--- config.mk ---
export PLATFORM = sky130hd
export DESIGN_NAME = mul_seq_ctrl_flat
export DESIGN_NICKNAME = d
export VERILOG_FILES = /design/src/rtl/mul_seq_ctrl_if.sv /design/src/rtl/mul_seq_ctrl.sv /design/src/flat_wrapper.sv
export SDC_FILE = /design/constraint.sdc
export NUM_CORES = 1
export LEC_CHECK = 0
export CAP_MARGIN = 40
export CORE_MARGIN = 5
export CORE_UTILIZATION = 44
export CTS_CLUSTER_DIAMETER = 50
export DETAILED_ROUTE_END_ITERATION = 10
export PLACE_DENSITY = 0.95
export RECOVER_POWER = 25
export SLEW_MARGIN = 40
export SYNTH_ARGS = -nofsm -noshare
export SYNTH_HDL_FRONTEND = slang
export SYNTH_SLANG_ARGS = --single-unit
--- constraint.sdc ---
create_clock -name clk -period 6.5 [get_ports clk]
set_input_delay 1.625 -clock clk [delete_from_list [all_inputs] [get_ports clk]]
set_output_delay 1.625 -clock clk [all_outputs]
set_load 0.02 [all_outputs]
--- src/rtl/mul_seq_ctrl_if.sv ---
// ============================================================================
// Module   : mul_seq_ctrl_if
// Brief    : Issue/writeback handshake bundle for the shift-add multiply sequencer
// Revision : 1.0 - initial release
// ============================================================================
`default_nettype none

interface mul_seq_ctrl_if #(
   parameter int N = 32
);
   logic           flush;
   logic           in_valid;
   logic           in_ready;
   logic [N-1:0]   op_a;
   logic [N-1:0]   op_b;
   logic           out_valid;
   logic           out_ready;
   logic [2*N-1:0] product;
   logic           busy;

   // master = issuer/writeback side, slave = the sequencer
   modport master (
      output flush, in_valid, op_a, op_b, out_ready,
      input  in_ready, out_valid, product, busy
   );

   modport slave (
      input  flush, in_valid, op_a, op_b, out_ready,
      output in_ready, out_valid, product, busy
   );
endinterface

`default_nettype wire

--- src/rtl/mul_seq_ctrl.sv ---
// ============================================================================
// Module   : mul_seq_ctrl
// Brief    : Unsigned NxN->2N shift-add multiply sequencer driving an external adder
// Revision : 1.0 - initial release
// ============================================================================
`default_nettype none

module mul_seq_ctrl #(
   parameter int N  = 32,
   parameter int CW = 6
) (
   input  wire logic         clk,
   input  wire logic         rst,
   mul_seq_ctrl_if.slave     bus,
   output logic [N-1:0]      add_a,
   output logic [N-1:0]      add_b,
   output logic              add_cin,
   input  wire logic [N-1:0] add_sum,
   input  wire logic         add_cout
);

   localparam logic [1:0] S_IDLE = 2'd0;
   localparam logic [1:0] S_RUN  = 2'd1;
   localparam logic [1:0] S_DONE = 2'd2;

   localparam logic [CW-1:0] C_LAST = CW'(N - 1);
   localparam logic [CW-1:0] C_ONE  = CW'(1);

   logic [1:0]    r_state;
   logic [N-1:0]  r_m;
   logic [N-1:0]  r_p_hi;
   logic [N-1:0]  r_p_lo;
   logic [CW-1:0] r_cnt;

   logic          w_run;

   assign w_run = (r_state == S_RUN);

   always_ff @(posedge clk or posedge rst) begin
      if (rst) begin
         r_state <= S_IDLE;
         r_m     <= '0;
         r_p_hi  <= '0;
         r_p_lo  <= '0;
         r_cnt   <= '0;
      end else if (bus.flush) begin
         r_state <= S_IDLE;
         r_cnt   <= '0;
      end else begin
         case (r_state)
            S_IDLE: begin
               if (bus.in_valid) begin
                  r_m     <= bus.op_a;
                  r_p_lo  <= bus.op_b;
                  r_p_hi  <= '0;
                  r_cnt   <= '0;
                  r_state <= S_RUN;
               end
            end
            S_RUN: begin
               // 2N+1-bit right shift of {cout, sum, P_lo}; the adder carry lands in P_hi[N-1]
               r_p_hi <= {add_cout, add_sum[N-1:1]};
               r_p_lo <= {add_sum[0], r_p_lo[N-1:1]};
               r_cnt  <= r_cnt + C_ONE;
               if (r_cnt == C_LAST) begin
                  r_state <= S_DONE;
               end
            end
            S_DONE: begin
               if (bus.out_ready) begin
                  r_state <= S_IDLE;
               end
            end
            default: begin
               r_state <= S_IDLE;
            end
         endcase
      end
   end

   // Adder operands are forced to zero outside RUN so the adder stays quiet
   assign add_a   = w_run ? r_p_hi : '0;
   assign add_b   = (w_run && r_p_lo[0]) ? r_m : '0;
   assign add_cin = 1'b0;

   assign bus.in_ready  = (r_state == S_IDLE);
   assign bus.out_valid = (r_state == S_DONE);
   assign bus.busy      = (r_state != S_IDLE);
   assign bus.product   = {r_p_hi, r_p_lo};

endmodule

`default_nettype wire
--- src/flat_wrapper.sv ---
// flat-port wrapper written by rule: the top's interface ports become plain ports
module mul_seq_ctrl_flat 
#(
   parameter int N  = 32,
   parameter int CW = 6
)
  (clk, rst, add_a, add_b, add_cin, add_sum, add_cout, bus_flush, bus_in_valid, bus_op_a, bus_op_b, bus_out_ready, bus_in_ready, bus_out_valid, bus_product, bus_busy);
  mul_seq_ctrl_if #(.N(N)) bus_i ();
  input  wire logic clk;
  input  wire logic rst;
  output logic [N-1:0] add_a;
  output logic [N-1:0] add_b;
  output logic add_cin;
  input  wire logic [N-1:0] add_sum;
  input  wire logic add_cout;
  input wire logic [$bits(bus_i.flush)-1:0] bus_flush;
  input wire logic [$bits(bus_i.in_valid)-1:0] bus_in_valid;
  input wire logic [$bits(bus_i.op_a)-1:0] bus_op_a;
  input wire logic [$bits(bus_i.op_b)-1:0] bus_op_b;
  input wire logic [$bits(bus_i.out_ready)-1:0] bus_out_ready;
  output wire logic [$bits(bus_i.in_ready)-1:0] bus_in_ready;
  output wire logic [$bits(bus_i.out_valid)-1:0] bus_out_valid;
  output wire logic [$bits(bus_i.product)-1:0] bus_product;
  output wire logic [$bits(bus_i.busy)-1:0] bus_busy;
  assign bus_i.flush = bus_flush;
  assign bus_i.in_valid = bus_in_valid;
  assign bus_i.op_a = bus_op_a;
  assign bus_i.op_b = bus_op_b;
  assign bus_i.out_ready = bus_out_ready;
  assign bus_in_ready = bus_i.in_ready;
  assign bus_out_valid = bus_i.out_valid;
  assign bus_product = bus_i.product;
  assign bus_busy = bus_i.busy;
  mul_seq_ctrl #(.N(N), .CW(CW)) u_core (.clk(clk), .rst(rst), .bus(bus_i), .add_a(add_a), .add_b(add_b), .add_cin(add_cin), .add_sum(add_sum), .add_cout(add_cout));
endmodule
==> results.py <==
metrics = {
    "pwr": {
        "total_power_mw": 1.81,
        "p_per_area_mw_per_mm2": 247,
        "p_leak_nw": 3.24,
        "irDropWorstVdd_mv": 0.126,
    },
    "yosys": {
        "syn_area_per_cell_um2": 11.8,
        "ys_ff_latch": 104,
        "yosysTopAreaCell": "dfrtp_1",
        "ys_seq_area_share_pct": 54.8,
        "netlist_area_mm2": 0.00475,
        "ys_types": 33,
        "synth_edf_count": 0,
        "synth_cells": 404,
        "syn_nets": 507,
        "ys.flop_type": "dfrtp_1",
        "yosys.area.top_type_share_pct": 54.8,
        "ys_async_sr_fraction_pct": 100,
        "ys_warn_count": 0,
        "synth_area_leaders": "dfrtp_1 (55%), mux2i_1 (6.9%), o21ai_0 (6.7%)",
    },
    "cts": {
        "path_clk_slew_ns": 0.08,
        "cts_buffers": 9,
        "root_buffer": "clkbuf_8",
        "cts_setup_buffers": 0,
        "clockBufferDepth": 2,
        "cts.sinks": 104,
        "worstSkewPairLatency_ns": 0.35,
        "cts-htree-levels": 3,
        "cts_resized": 0,
        "hold_buffers": 0,
        "cts_tree": "yes",
    },
    "sta": {
        "fmax_mhz": 231,
        "grt_setup_unrepaired": "no",
        "layout_setup_ws_ns": 2.18,
        "hold_slack_ns": 0.505,
        "min_period_ns": 4.32,
        "maxSlewHeadroom_pct": -26.7,
        "fin_crit_sh_pct": 66.5,
        "clock_skew_ns": 0.00444,
        "max_slew.worst_pin.slew_ns": 1.89,
        "hold_viol": 0,
        "drv_slew": 46,
        "setup_viol": 0,
        "setup_tns_ns": 0,
    },
    "route": {
        "vias": 4005,
        "antenna_left": 0,
        "firstDrtPassIters": 4,
        "drc": 0,
        "wl_per_cell_um": 18.0,
        "routed_wl_um": 13600,
        "drt-initial-drc-count": 204,
        "viasPerCell": 5.28,
    },
    "grt": {
        "grt_pass1_vias": 4253,
        "grt_start_max_net_pins": 65,
        "gr-total-overflow": 0,
        "grt_antenna_before_repair": 0,
        "grt_pass1_wl_um": 21600,
        "track_usage_pct": 20.8,
    },
    "floorplan": {
        "die_area_mm2": 0.0130,
        "dieWidth_um": 114,
        "start_util_pct": 44.4,
        "core_mm2": 0.0107,
        "ios": 234,
        "rows": 38,
        "die_y_um": 114,
    },
    "hold_path": {
        "hold_path_class": "reg2reg",
    },
    "place": {
        "placed_cells": 745,
        "dpl_cell_area_mm2": 0.00718,
        "numPortBuffers": 232,
        "place_hpwl_um": 10300,
        "routabilityCongestion": 0.800,
        "dp_slack_ns": 2.73,
    },
    "finish": {
        "multi_input_area_mm2": 0.00198,
        "syn2layout_area_growth_pct": 54.1,
        "fin_cells": 759,
        "diodes": 0,
        "layout-drive-gt1-share_pct": 9.05,
        "final_nets": 719,
        "fillers": 769,
        "ff_latch_area_mm2": 0.00260,
        "utilization_pct": 68.5,
        "fin_area_mm2": 0.00732,
    },
    "status": {
        "status": "finished with violations",
        "violations": "max-capacitance violations, max-slew violations",
    },
    "run": {
        "max_cap_violations": 1,
    },
    "worst_setup_path": {
        "crit_type": "in2async",
        "critPathCaptureType": "asynchronous set/reset pin",
        "critPathRequiredTime_ns": 6.73,
        "arrival_ns": 4.55,
        "r2r_slack_ns": 4.34,
        "critPathMaxFanout": 60,
        "startpoint_type": "input port",
    },
}
where the power goes:
part	switching (mW)	total [mW]	internal [mW]	leakage [nW]
Clock	0.199	0.345	0.146	0.0794
Combinational	0.287	0.616	0.330	1.86
Sequential	0.0895	0.848	0.759	1.30
Total	0.575	1.81	1.23	3.24
final cells by class:
type,count,area share (%)
sequential,104,35.5
timing repair buffer,238,32.6
clock inverter,1,0.0683
inverter,5,0.273
multi-input combinational,258,27.1
clock buffer,13,2.03
tap,140,2.39
worst paths after layout:
kind,start,end,cells past startpoint
min reg2reg,u_core.r_m[10]$_DFFE_PP0P_,u_core.r_m[10]$_DFFE_PP0P_,1
max reg2reg,u_core.r_state[0]$_DFFE_PP0P_,u_core.r_p_lo[26]$_DFFE_PP0P_,3
min,u_core.r_m[10]$_DFFE_PP0P_,u_core.r_m[10]$_DFFE_PP0P_,1
max,rst,u_core.r_p_lo[8]$_DFFE_PP0P_,3
max in group clk,bus_flush,u_core.r_m[14]$_DFFE_PP0P_,6
min in group asynchronous,rst,u_core.r_m[23]$_DFFE_PP0P_,2
state kept, by name (all words and copies together), names as in the netlist:
name / cells
u_core.r_p_lo: 32
u_core.r_cnt: 6
u_core.r_state: 2
u_core.r_p_hi: 32
u_core.r_m: 32
layout by cell type, fill, tap and decap left out, types with 2 or more instances in the layout:
cell type | synthesis | layout
dlygate4sd3_1 | 0 | 2
and3_1 | 33 | 33
and2_1 | 33 | 33
clkdlybuf4s50_1 | 0 | 230
mux2_2 | 25 | 25
clkbuf_1 | 18 | 4
clkbuf_8 | 0 | 10
buf_4 | 1 | 2
nor2_1 | 2 | 2
nand2b_4 | 0 | 2
inv_1 | 5 | 4
mux2i_1 | 33 | 33
nand3_1 | 3 | 3
nand2_1 | 3 | 3
o21ai_0 | 64 | 64
a22oi_1 | 2 | 2
dfrtp_1 | 104 | 104
mux2_4 | 8 | 8
a22o_1 | 34 | 34
cell usage after synthesis, drive strengths merged (3+ instances only):
library cell / count
dfrtp: 104
buf: 15
inv: 5
and3: 33
nand2: 3
and2: 33
clkbuf: 22
mux2i: 33
o21ai: 64
nand2b: 3
mux2: 33
nand3: 3
a22o: 34
critical path: stages:
cell and delay (ns):
dlygate4sd3_1 0.55, clkinvlp_2 1.08, clkbuf_2 1.24
kinds of logic after synthesis:
kind of cell             share of synthesized area [%]
AO/OA/AOI/OAI                                     14.3
flip-flops                                        54.8
AND/OR/NAND/NOR                                   10.8
multiplexers                                      15.4
buffers and inverters                             4.26
adder cells (fa/ha/maj)                          0.263
other                                           0.0789
XOR/XNOR                                         0.184
routing by layer:
metal / track usage [%] / vias to the layer above / wire (um)
met5: 0 / - / 0
met2: 37.8 / 160 / 7230
li1: - / 1855 / -
met1: 24.7 / 1977 / 5290
met4: 4.75 / 0 / 152
met3: 5.36 / 13 / 964
(Power assumes the default switching activity.)
